File: src/rtl/seg_scan_driver.sv
// Time-multiplexed seven-segment scanner: shadowed BCD digits, frame-boundary
// commit, leading-zero blanking, per-digit blink/dp and anode guard time.

module seg_scan_digit #(
  parameter bit LZ_OK = 1'b1
) (
  input  logic [3:0] code_i,
  input  logic       blink_i,
  input  logic       bphase_i,
  input  logic       lz_en_i,
  input  logic       zero_above_i,
  output logic       zero_here_o,
  output logic       dark_o,
  output logic       blank_o
);
  // zero_here_o: this digit and every more-significant digit hold code 0
  assign zero_here_o = zero_above_i & (code_i == 4'd0);
  assign dark_o      = bphase_i & blink_i;
  assign blank_o     = LZ_OK & lz_en_i & zero_here_o;
endmodule

module seg_scan_driver #(
  parameter int DIGITS       = 4,
  parameter int SCAN_DIV     = 50000,
  parameter int GUARD        = 2,
  parameter int BLINK_FRAMES = 64,
  parameter int ACTIVE_LOW   = 1
) (
  input  logic                  clk,
  input  logic                  rst_n,
  input  logic [4*DIGITS-1:0]   value,
  input  logic                  load,
  input  logic                  lz_en,
  input  logic [DIGITS-1:0]     dp,
  input  logic [DIGITS-1:0]     blink_en,
  output logic [6:0]            seg,
  output logic                  seg_dp,
  output logic [DIGITS-1:0]     an,
  output logic                  frame_tick
);
  localparam int IW = (DIGITS > 1) ? $clog2(DIGITS) : 1;
  localparam int PW = (SCAN_DIV > 1) ? $clog2(SCAN_DIV) : 1;
  localparam int FW = (BLINK_FRAMES > 1) ? $clog2(BLINK_FRAMES) : 1;
  localparam logic [IW-1:0] IDX_LAST = IW'(DIGITS - 1);
  localparam logic [PW-1:0] PC_LAST  = PW'(SCAN_DIV - 1);
  localparam logic [PW-1:0] PC_GUARD = PW'(GUARD);
  localparam logic [FW-1:0] FC_LAST  = FW'(BLINK_FRAMES - 1);
  localparam logic          INV      = (ACTIVE_LOW != 0);

  logic [PW-1:0] pc_q, pc_d;
  logic [IW-1:0] idx_q, idx_d;
  logic [FW-1:0] fc_q, fc_d;
  logic          bphase_q, bphase_d;

  logic [DIGITS-1:0][3:0] pend_code_q, pend_code_d, sh_code_q, sh_code_d;
  logic [DIGITS-1:0]      pend_dp_q, pend_dp_d, sh_dp_q, sh_dp_d;
  logic [DIGITS-1:0]      pend_bl_q, pend_bl_d, sh_bl_q, sh_bl_d;
  logic                   pend_valid_q, pend_valid_d;

  logic [6:0]        seg_q, seg_d;
  logic              seg_dp_q, seg_dp_d;
  logic [DIGITS-1:0] an_q, an_d;
  logic              tick_q, tick_d;

  logic              pc_last, wrap;
  logic [DIGITS:0]   zchain;
  logic [DIGITS-1:0] dark, blank;
  logic              unused_all_zero;
  logic [6:0]        lit;
  logic [DIGITS-1:0] an_lit;
  logic              dp_lit;

  function automatic logic [6:0] dec7(input logic [3:0] c);
    case (c)
      4'd0:    dec7 = 7'b1111110;
      4'd1:    dec7 = 7'b0110000;
      4'd2:    dec7 = 7'b1101101;
      4'd3:    dec7 = 7'b1111001;
      4'd4:    dec7 = 7'b0110011;
      4'd5:    dec7 = 7'b1011011;
      4'd6:    dec7 = 7'b1011111;
      4'd7:    dec7 = 7'b1110000;
      4'd8:    dec7 = 7'b1111111;
      4'd9:    dec7 = 7'b1111011;
      4'd10:   dec7 = 7'b1000111;
      4'd11:   dec7 = 7'b0000001;
      default: dec7 = 7'b0000000;
    endcase
  endfunction

  // Leading-zero chain runs from the most significant digit downwards
  assign zchain[DIGITS]  = 1'b1;
  assign unused_all_zero = zchain[0];

  for (genvar k = 0; k < DIGITS; k++) begin : g_dig
    seg_scan_digit #(.LZ_OK(k != 0)) u_dig (
      .code_i       (sh_code_q[k]),
      .blink_i      (sh_bl_q[k]),
      .bphase_i     (bphase_q),
      .lz_en_i      (lz_en),
      .zero_above_i (zchain[k+1]),
      .zero_here_o  (zchain[k]),
      .dark_o       (dark[k]),
      .blank_o      (blank[k])
    );
  end

  assign pc_last = (pc_q == PC_LAST);
  assign wrap    = pc_last && (idx_q == IDX_LAST);

  always_comb begin
    pc_d     = pc_last ? '0 : pc_q + 1'b1;
    idx_d    = idx_q;
    fc_d     = fc_q;
    bphase_d = bphase_q;
    if (pc_last) idx_d = (idx_q == IDX_LAST) ? '0 : idx_q + 1'b1;
    if (wrap) begin
      if (fc_q == FC_LAST) begin
        fc_d     = '0;
        bphase_d = ~bphase_q;
      end else begin
        fc_d = fc_q + 1'b1;
      end
    end

    pend_code_d  = pend_code_q;
    pend_dp_d    = pend_dp_q;
    pend_bl_d    = pend_bl_q;
    pend_valid_d = pend_valid_q;
    sh_code_d    = sh_code_q;
    sh_dp_d      = sh_dp_q;
    sh_bl_d      = sh_bl_q;
    if (wrap && pend_valid_q) begin
      sh_code_d    = pend_code_q;
      sh_dp_d      = pend_dp_q;
      sh_bl_d      = pend_bl_q;
      pend_valid_d = 1'b0;
    end
    // A load on the wrap edge lands in pending only; it commits next frame
    if (load) begin
      pend_code_d  = value;
      pend_dp_d    = dp;
      pend_bl_d    = blink_en;
      pend_valid_d = 1'b1;
    end

    lit    = (dark[idx_q] || blank[idx_q]) ? 7'b0000000 : dec7(sh_code_q[idx_q]);
    dp_lit = sh_dp_q[idx_q] & ~dark[idx_q];
    an_lit = '0;
    if (pc_q >= PC_GUARD && !dark[idx_q]) an_lit[idx_q] = 1'b1;

    seg_d    = lit ^ {7{INV}};
    seg_dp_d = dp_lit ^ INV;
    an_d     = an_lit ^ {DIGITS{INV}};
    tick_d   = wrap;
  end

  always_ff @(posedge clk or negedge rst_n) begin
    if (!rst_n) begin
      pc_q         <= '0;
      idx_q        <= '0;
      fc_q         <= '0;
      bphase_q     <= 1'b0;
      pend_code_q  <= '0;
      pend_dp_q    <= '0;
      pend_bl_q    <= '0;
      pend_valid_q <= 1'b0;
      sh_code_q    <= '0;
      sh_dp_q      <= '0;
      sh_bl_q      <= '0;
      seg_q        <= {7{INV}};
      seg_dp_q     <= INV;
      an_q         <= {DIGITS{INV}};
      tick_q       <= 1'b0;
    end else begin
      pc_q         <= pc_d;
      idx_q        <= idx_d;
      fc_q         <= fc_d;
      bphase_q     <= bphase_d;
      pend_code_q  <= pend_code_d;
      pend_dp_q    <= pend_dp_d;
      pend_bl_q    <= pend_bl_d;
      pend_valid_q <= pend_valid_d;
      sh_code_q    <= sh_code_d;
      sh_dp_q      <= sh_dp_d;
      sh_bl_q      <= sh_bl_d;
      seg_q        <= seg_d;
      seg_dp_q     <= seg_dp_d;
      an_q         <= an_d;
      tick_q       <= tick_d;
    end
  end

  assign seg        = seg_q;
  assign seg_dp     = seg_dp_q;
  assign an         = an_q;
  assign frame_tick = tick_q;
endmodule
File: config.mk
export PLATFORM = sky130hd
export DESIGN_NAME = seg_scan_driver
export DESIGN_NICKNAME = d
export VERILOG_FILES = /design/src/rtl/seg_scan_driver.sv
export SDC_FILE = /design/constraint.sdc
export NUM_CORES = 1
export LEC_CHECK = 0
export ABC_AREA = 1
export CAP_MARGIN = 30
export CORE_ASPECT_RATIO = 0.9
export CORE_UTILIZATION = 40
export CTS_CLUSTER_SIZE = 20
export DETAILED_ROUTE_END_ITERATION = 6
export GPL_TIMING_DRIVEN = 1
export MAX_ROUTING_LAYER = met4
export SETUP_SLACK_MARGIN = 0.02
export SLEW_MARGIN = 40
export SYNTH_ARGS = -nofsm -noshare
export SYNTH_HDL_FRONTEND = slang
export SYNTH_SLANG_ARGS = --single-unit
File: constraint.sdc
create_clock -name clk -period 4.6 [get_ports clk]
set_clock_uncertainty 0.1 [all_clocks]
set_input_delay 0.69 -clock clk [delete_from_list [all_inputs] [get_ports clk]]
set_output_delay 0.69 -clock clk [all_outputs]
set_load 0.02 [all_outputs]
After elaboration in Yosys (flattened, before gate mapping)
Memories as Yosys holds them, arrays and structs flattened.
Cells that the tools add are included.

storage, ports and cells
  bits in registers = 87
  bits in read-only memories = 112
  input bits = 28
  logic and storage cells = 74
  memories = 1

memory list
  name             depth  width  rd ports  clocked after memory_dff  write ports  RTL line  RTL
  (no name shown)  16     7      1         0                         0            74        case (c)

operators by class
  $add $sub $neg = 3
  $lt $le $gt $ge = 3
  equal/unequal tests = 3
  multiplexer cells = 17
  bitwise gates (word level) = 15
  reductions and logical operators = 11

operators by type and width
  operator               count
  $add 16x1->16 const B  1
  $eq 16x16->1 const B   1
  $ge 16x2->1 const B    1
  $mux 16                1
  $logic_not 4->1        3
  $and 1x1->1            10
  $bmux 4 s2             1
  $mux 4                 2
  $mux 7                 1
  $not 7->7              1
  $add 6x1->6 const B    1
  $bmux 1 s2             3
  $eq 6x6->1 const B     1
  $mux 1                 6
  $mux 6                 1
  $logic_and 1x1->1      4
  $not 4->4              1
  $lt 2x3->1 const B     1
  $not 1->1              3
  $add 2x1->2 const B    1
  $demux 1 s2            1
  $eq 2x2->1 const B     1
  $ge 2x1->1 const B     1
  $mux 2                 1
  4 further kinds        4

Longest topological paths before layout
  depth after elaboration = 9
  mapped depth = 11

Hierarchy
From an unflattened synthesis, not the netlist that was laid out.

second synthesis, totals
  cells, all modules = 507
  area total of the unflattened synthesis = 4403.0 um^2

modules (own cells, without submodules)
  module                                times used  cells an instance  area each (um^2)  seq. area each (um^2)
  seg_scan_driver                       1           473                4267.8            2192.1
  seg_scan_digit at g_dig[1].u_dig ...  3           8                  31.3              0.0
  seg_scan_digit at g_dig[0].u_dig      1           10                 41.3              0.0

Least setup slack after synthesis
OpenSTA, ideal clock, no wires.

  path type = register -> register
  from = register idx_q[0]
  to = register seg_q[3], in the netlist seg[3]
  setup time = 0.087 ns
  arrival = 1.464 ns
  path slack = 2.949 ns
  cell stages (with the launch flop) = 10
  period minus slack after synthesis = 1.651 ns
  cells stage by stage = dfrtp_1 inv_2 buf_2 nand2_1 nand3_1 nand2_1 ha_1 nand3_1 nand3_1 nand3_1

between the ends
  word-level cells in the longest chain between the ends = 5

RTL lines
  item                                                    RTL line  RTL
  start, declared                                         51        logic [IW-1:0] idx_q, idx_d;
  start signal, assigned                                  177       idx_q <= idx_d;
  $bmux 4 s2 or $bmux 1 s2 (tied branches)                147       lit = (dark[idx_q] || blank[idx_q]) ? 7'b0000000 : dec7(sh_code_q[idx_q]);
  $mux 4 (implied by the code) or $mux 1 (tied branches)  147
  $mem_v2 16x7 or $logic_or 1x1->1 (tied branches)        -
  $mux 7 *                                                147
  $not 7->7 (no source line) *                            -
  named net seg_d[3]                                      60        logic [6:0] seg_q, seg_d;
  end signal, assigned                                    171       seg_q <= {7{INV}};
  end signal, assigned                                    187       seg_q <= seg_d;
  end, declared                                           60

The timed path passes the listed nets; every way through them passes the cells marked *. The select of a mux whose other input is x is not followed.
A chain may end at the register's enable or synchronous reset.

Worst setup path after layout
  from = register an_q[1], in the netlist an[1]
  to = output an[1]

RTL lines
  item                    RTL line  RTL
  start, declared         62        logic [DIGITS-1:0] an_q, an_d;
  start signal, assigned  173       an_q <= {DIGITS{INV}};
  start signal, assigned  189       an_q <= an_d;
  end, declared           38        output logic [DIGITS-1:0] an,

No word-level cell between the ends.

==> impl_metrics.json <==
{
  "status": "finished with violations",
  "violations": "DRC",
  "worstSetupEndpointType": "output pin",
  "grt-ovfl-total": 0,
  "detail-route-antenna-nets": 0,
  "ios": 41,
  "critical_path_depth": 1,
  "drc_errors": 3,
  "crit_chain": "clkdlybuf4s50_1",
  "synth.most_common_cell": "nand2_1",
  "worst-path-buf-inv": 1,
  "rrSetupSlack_ns": 2.49,
  "cts_sinks": 87,
  "ir_worst_vdd_mv": 0.1706,
  "max_slew_margin": 0.6281,
  "htree_levels": 3,
  "clockBufferDepth": 2,
  "r2r-start": "idx_q[0]",
  "tns_ns": 0,
  "p_int_uw": 1293,
  "rows": 35,
  "worst_path_largest_cell_delay_ns": 0.60,
  "rr_worst_depth": 5,
  "yosys-top-cells-area": "dfrtp_1, nand2_1, dfstp_2",
  "min_path_type": "in -> async",
  "core_area_mm2": 0.01042,
  "post-cts-setup-buffer-count": 0,
  "p_clk_frac": 0.475,
  "cp-start-kind": "flop",
  "rsz0062_at_grt": "false",
  "powerDensity_mw_per_mm2": 318.8,
  "ys_types": 35,
  "synth_seq_cells": 87,
  "worstSetupPathType": "reg -> out",
  "antenna_found_initial": 0,
  "async_flop_share": 1.000,
  "p_comb_frac": 0.038,
  "cts_tree": "yes",
  "yosys-top-cells-count": "nand2_1, dfrtp_1, nand3_1, nor2_1, inv_1",
  "crit_path_max_fanout": 1,
  "cts_made_buffers": 9,
  "die_h_um": 101.1,
  "synth_top_area_share": 0.4298,
  "final_nets": 617,
  "p_leak_uw": 0.002605,
  "syn_area_mm2": 0.004367,
  "synthesis.nets": 580,
  "fin_crit_ns": 2.257,
  "syn_inst": 540,
  "drive_gt1_frac": 0.1220,
  "hold_violations": 0,
  "clock_latency_ns": 0.34,
  "tightest_slew_ns": 0.5579,
  "portBuffers": 40,
  "crit_start": "an[1]",
  "r2r-end": "sh_code_q[7]",
  "switching_share": 0.2118,
  "ys_warn_count": 0,
  "cts_resized": 0,
  "syn_avg_cell_area_um2": 8.086,
  "fillCellCount": 1022,
  "grt_pass1_wl_um": 15300,
  "maxCapViolations": 0,
  "maxSlewViolCount": 0,
  "wl_per_cell_um": 12.01,
  "n_antenna_cell": 0,
  "setup_viol": 0,
  "worstPathRequired_ns": 3.81,
  "timing.final.crit_share": 0.4906,
  "numPlacedInstances": 695,
  "layout.cells.non_filler": 711,
  "yosys.area.top_type": "dfrtp_1",
  "place.gp.congestion": 0.8554,
  "area.growth.synth_to_final_pct": 17.82,
  "wirelength_um": 8541,
  "dieArea_mm2": 0.01134,
  "grt_max_degree": 63,
  "fmax_mhz": 443.1,
  "ys_seq_area_frac": 0.5020,
  "path_clk_slew_ns": 0.06,
  "holdBufCountCts": 0,
  "seqPwrFrac": 0.487,
  "grt_usage": 0.1746,
  "worstPathArrival_ns": 1.47,
  "switching_power_uw": 347.4,
  "drt-pass1-iter-count": 6,
  "ys.flop_type": "dfrtp_1",
  "via_count": 3384,
  "first_iter_violations": 166,
  "die_w_um": 112.1,
  "grt_pass1_vias": 3214,
  "via_per_inst": 4.759,
  "crit_slowest_cell": "clkdlybuf4s50_1",
  "cp_top_family": "buffers and inverters",
  "synth-edff-count": 0,
  "initial_core_util": 0.4190,
  "clockRootBuffer": "clkbuf_16",
  "hpwlAfterDp_um": 6220
}
==> flip-flops by register name, indices dropped and copies added (netlist names), 2 cells and up <==
register     cells
sh_code_q       16
sh_bl_q          4
idx_q            2
pend_dp_q        4
fc_q             6
pend_bl_q        4
seg              7
an               4
pend_code_q     16
pc_q            16
sh_dp_q          4
==> power by group through the flow <==
stage | logic (uW) | registers, uW | clock network [uW]
after global placement | 63.3 | 812 | 0
after floorplan | 22.1 | 807 | 0
final | 62.0 | 798 | 780
after detailed placement | 64.8 | 811 | 0
after global routing | 73.3 | 800 | 833
after CTS | 64.8 | 798 | 804
==> layer usage <==
| metal | wire (um) | global-route usage | up-vias |
|---|---|---|---|
| met5 | 0 | - | - |
| met2 | 3729 | 0.2656 | 68 |
| met3 | 355 | 0.03848 | 10 |
| li1 | - | - | 1768 |
| met4 | 101 | 0.05641 | 0 |
| met1 | 4355 | 0.2328 | 1538 |
==> cell usage in the layout (no fill, tap or decap), types with 7 or more instances in the layout <==
cell type and count:
clkdlybuf4s50_1 38, inv_1 33, nand3_1 57, dfstp_2 12
clkbuf_16 9, nor2_2 7, nor2_1 41, inv_2 8
nand3_2 9, o21ai_0 11, nand2_1 220, ha_1 12
dfrtp_1 74
==> final cells by class <==
class / instances / area, um2 / area share
Clock inverter: 6 / 92.59 / 0.01800
Multi-Input combinational cell: 395 / 1902 / 0.3696
Inverter: 43 / 162.7 / 0.03161
Timing Repair Buffer: 41 / 404.1 / 0.07855
Sequential cell: 87 / 2193 / 0.4263
Tap cell: 129 / 161.4 / 0.03137
Clock buffer: 10 / 229.0 / 0.04450
==> worst max path at each step <==
stage	slack (ns)	endpoint
3_3_place_gp	2.13	pend_bl_q[3]
5_1_grt	2.22	seg[1]
2_1_floorplan	2.95	seg[3]
4_1_cts	2.33	an[1]
3_5_place_dp	2.07	pend_bl_q[1]
6_report	2.34	an[1]
==> kinds of logic after synthesis <==
kind of cell             after synthesis  share of synthesized area
XOR/XNOR                               7                    0.01404
AND/OR/NAND/NOR                      356                     0.3633
adder cells (fa/ha/maj)               12                    0.03438
flip-flops                            87                     0.5020
AO/OA/AOI/OAI                         20                    0.02378
buffers and inverters                 58                    0.06246
==> metrics by stage <==
step / hold WS [ns] / area [um2] / utilization / power [uW] / worst slack (ns)
final: 0.2134 / 5145 / 0.4936 / 1640 / 2.343
after global placement: 0.3577 / 4823 / 0.4628 / 875.0 / 2.135
after CTS: 0.3569 / 5146 / 0.4938 / 1666 / 2.330
after floorplan: 0.2944 / 4367 / - / 828.9 / 2.949
after detailed placement: 0.3610 / 4825 / 0.4629 / 876.3 / 2.068
after global routing: 0.2586 / 5145 / 0.4936 / 1706 / 2.216
Note: power is estimated with default switching activity, not from simulation.
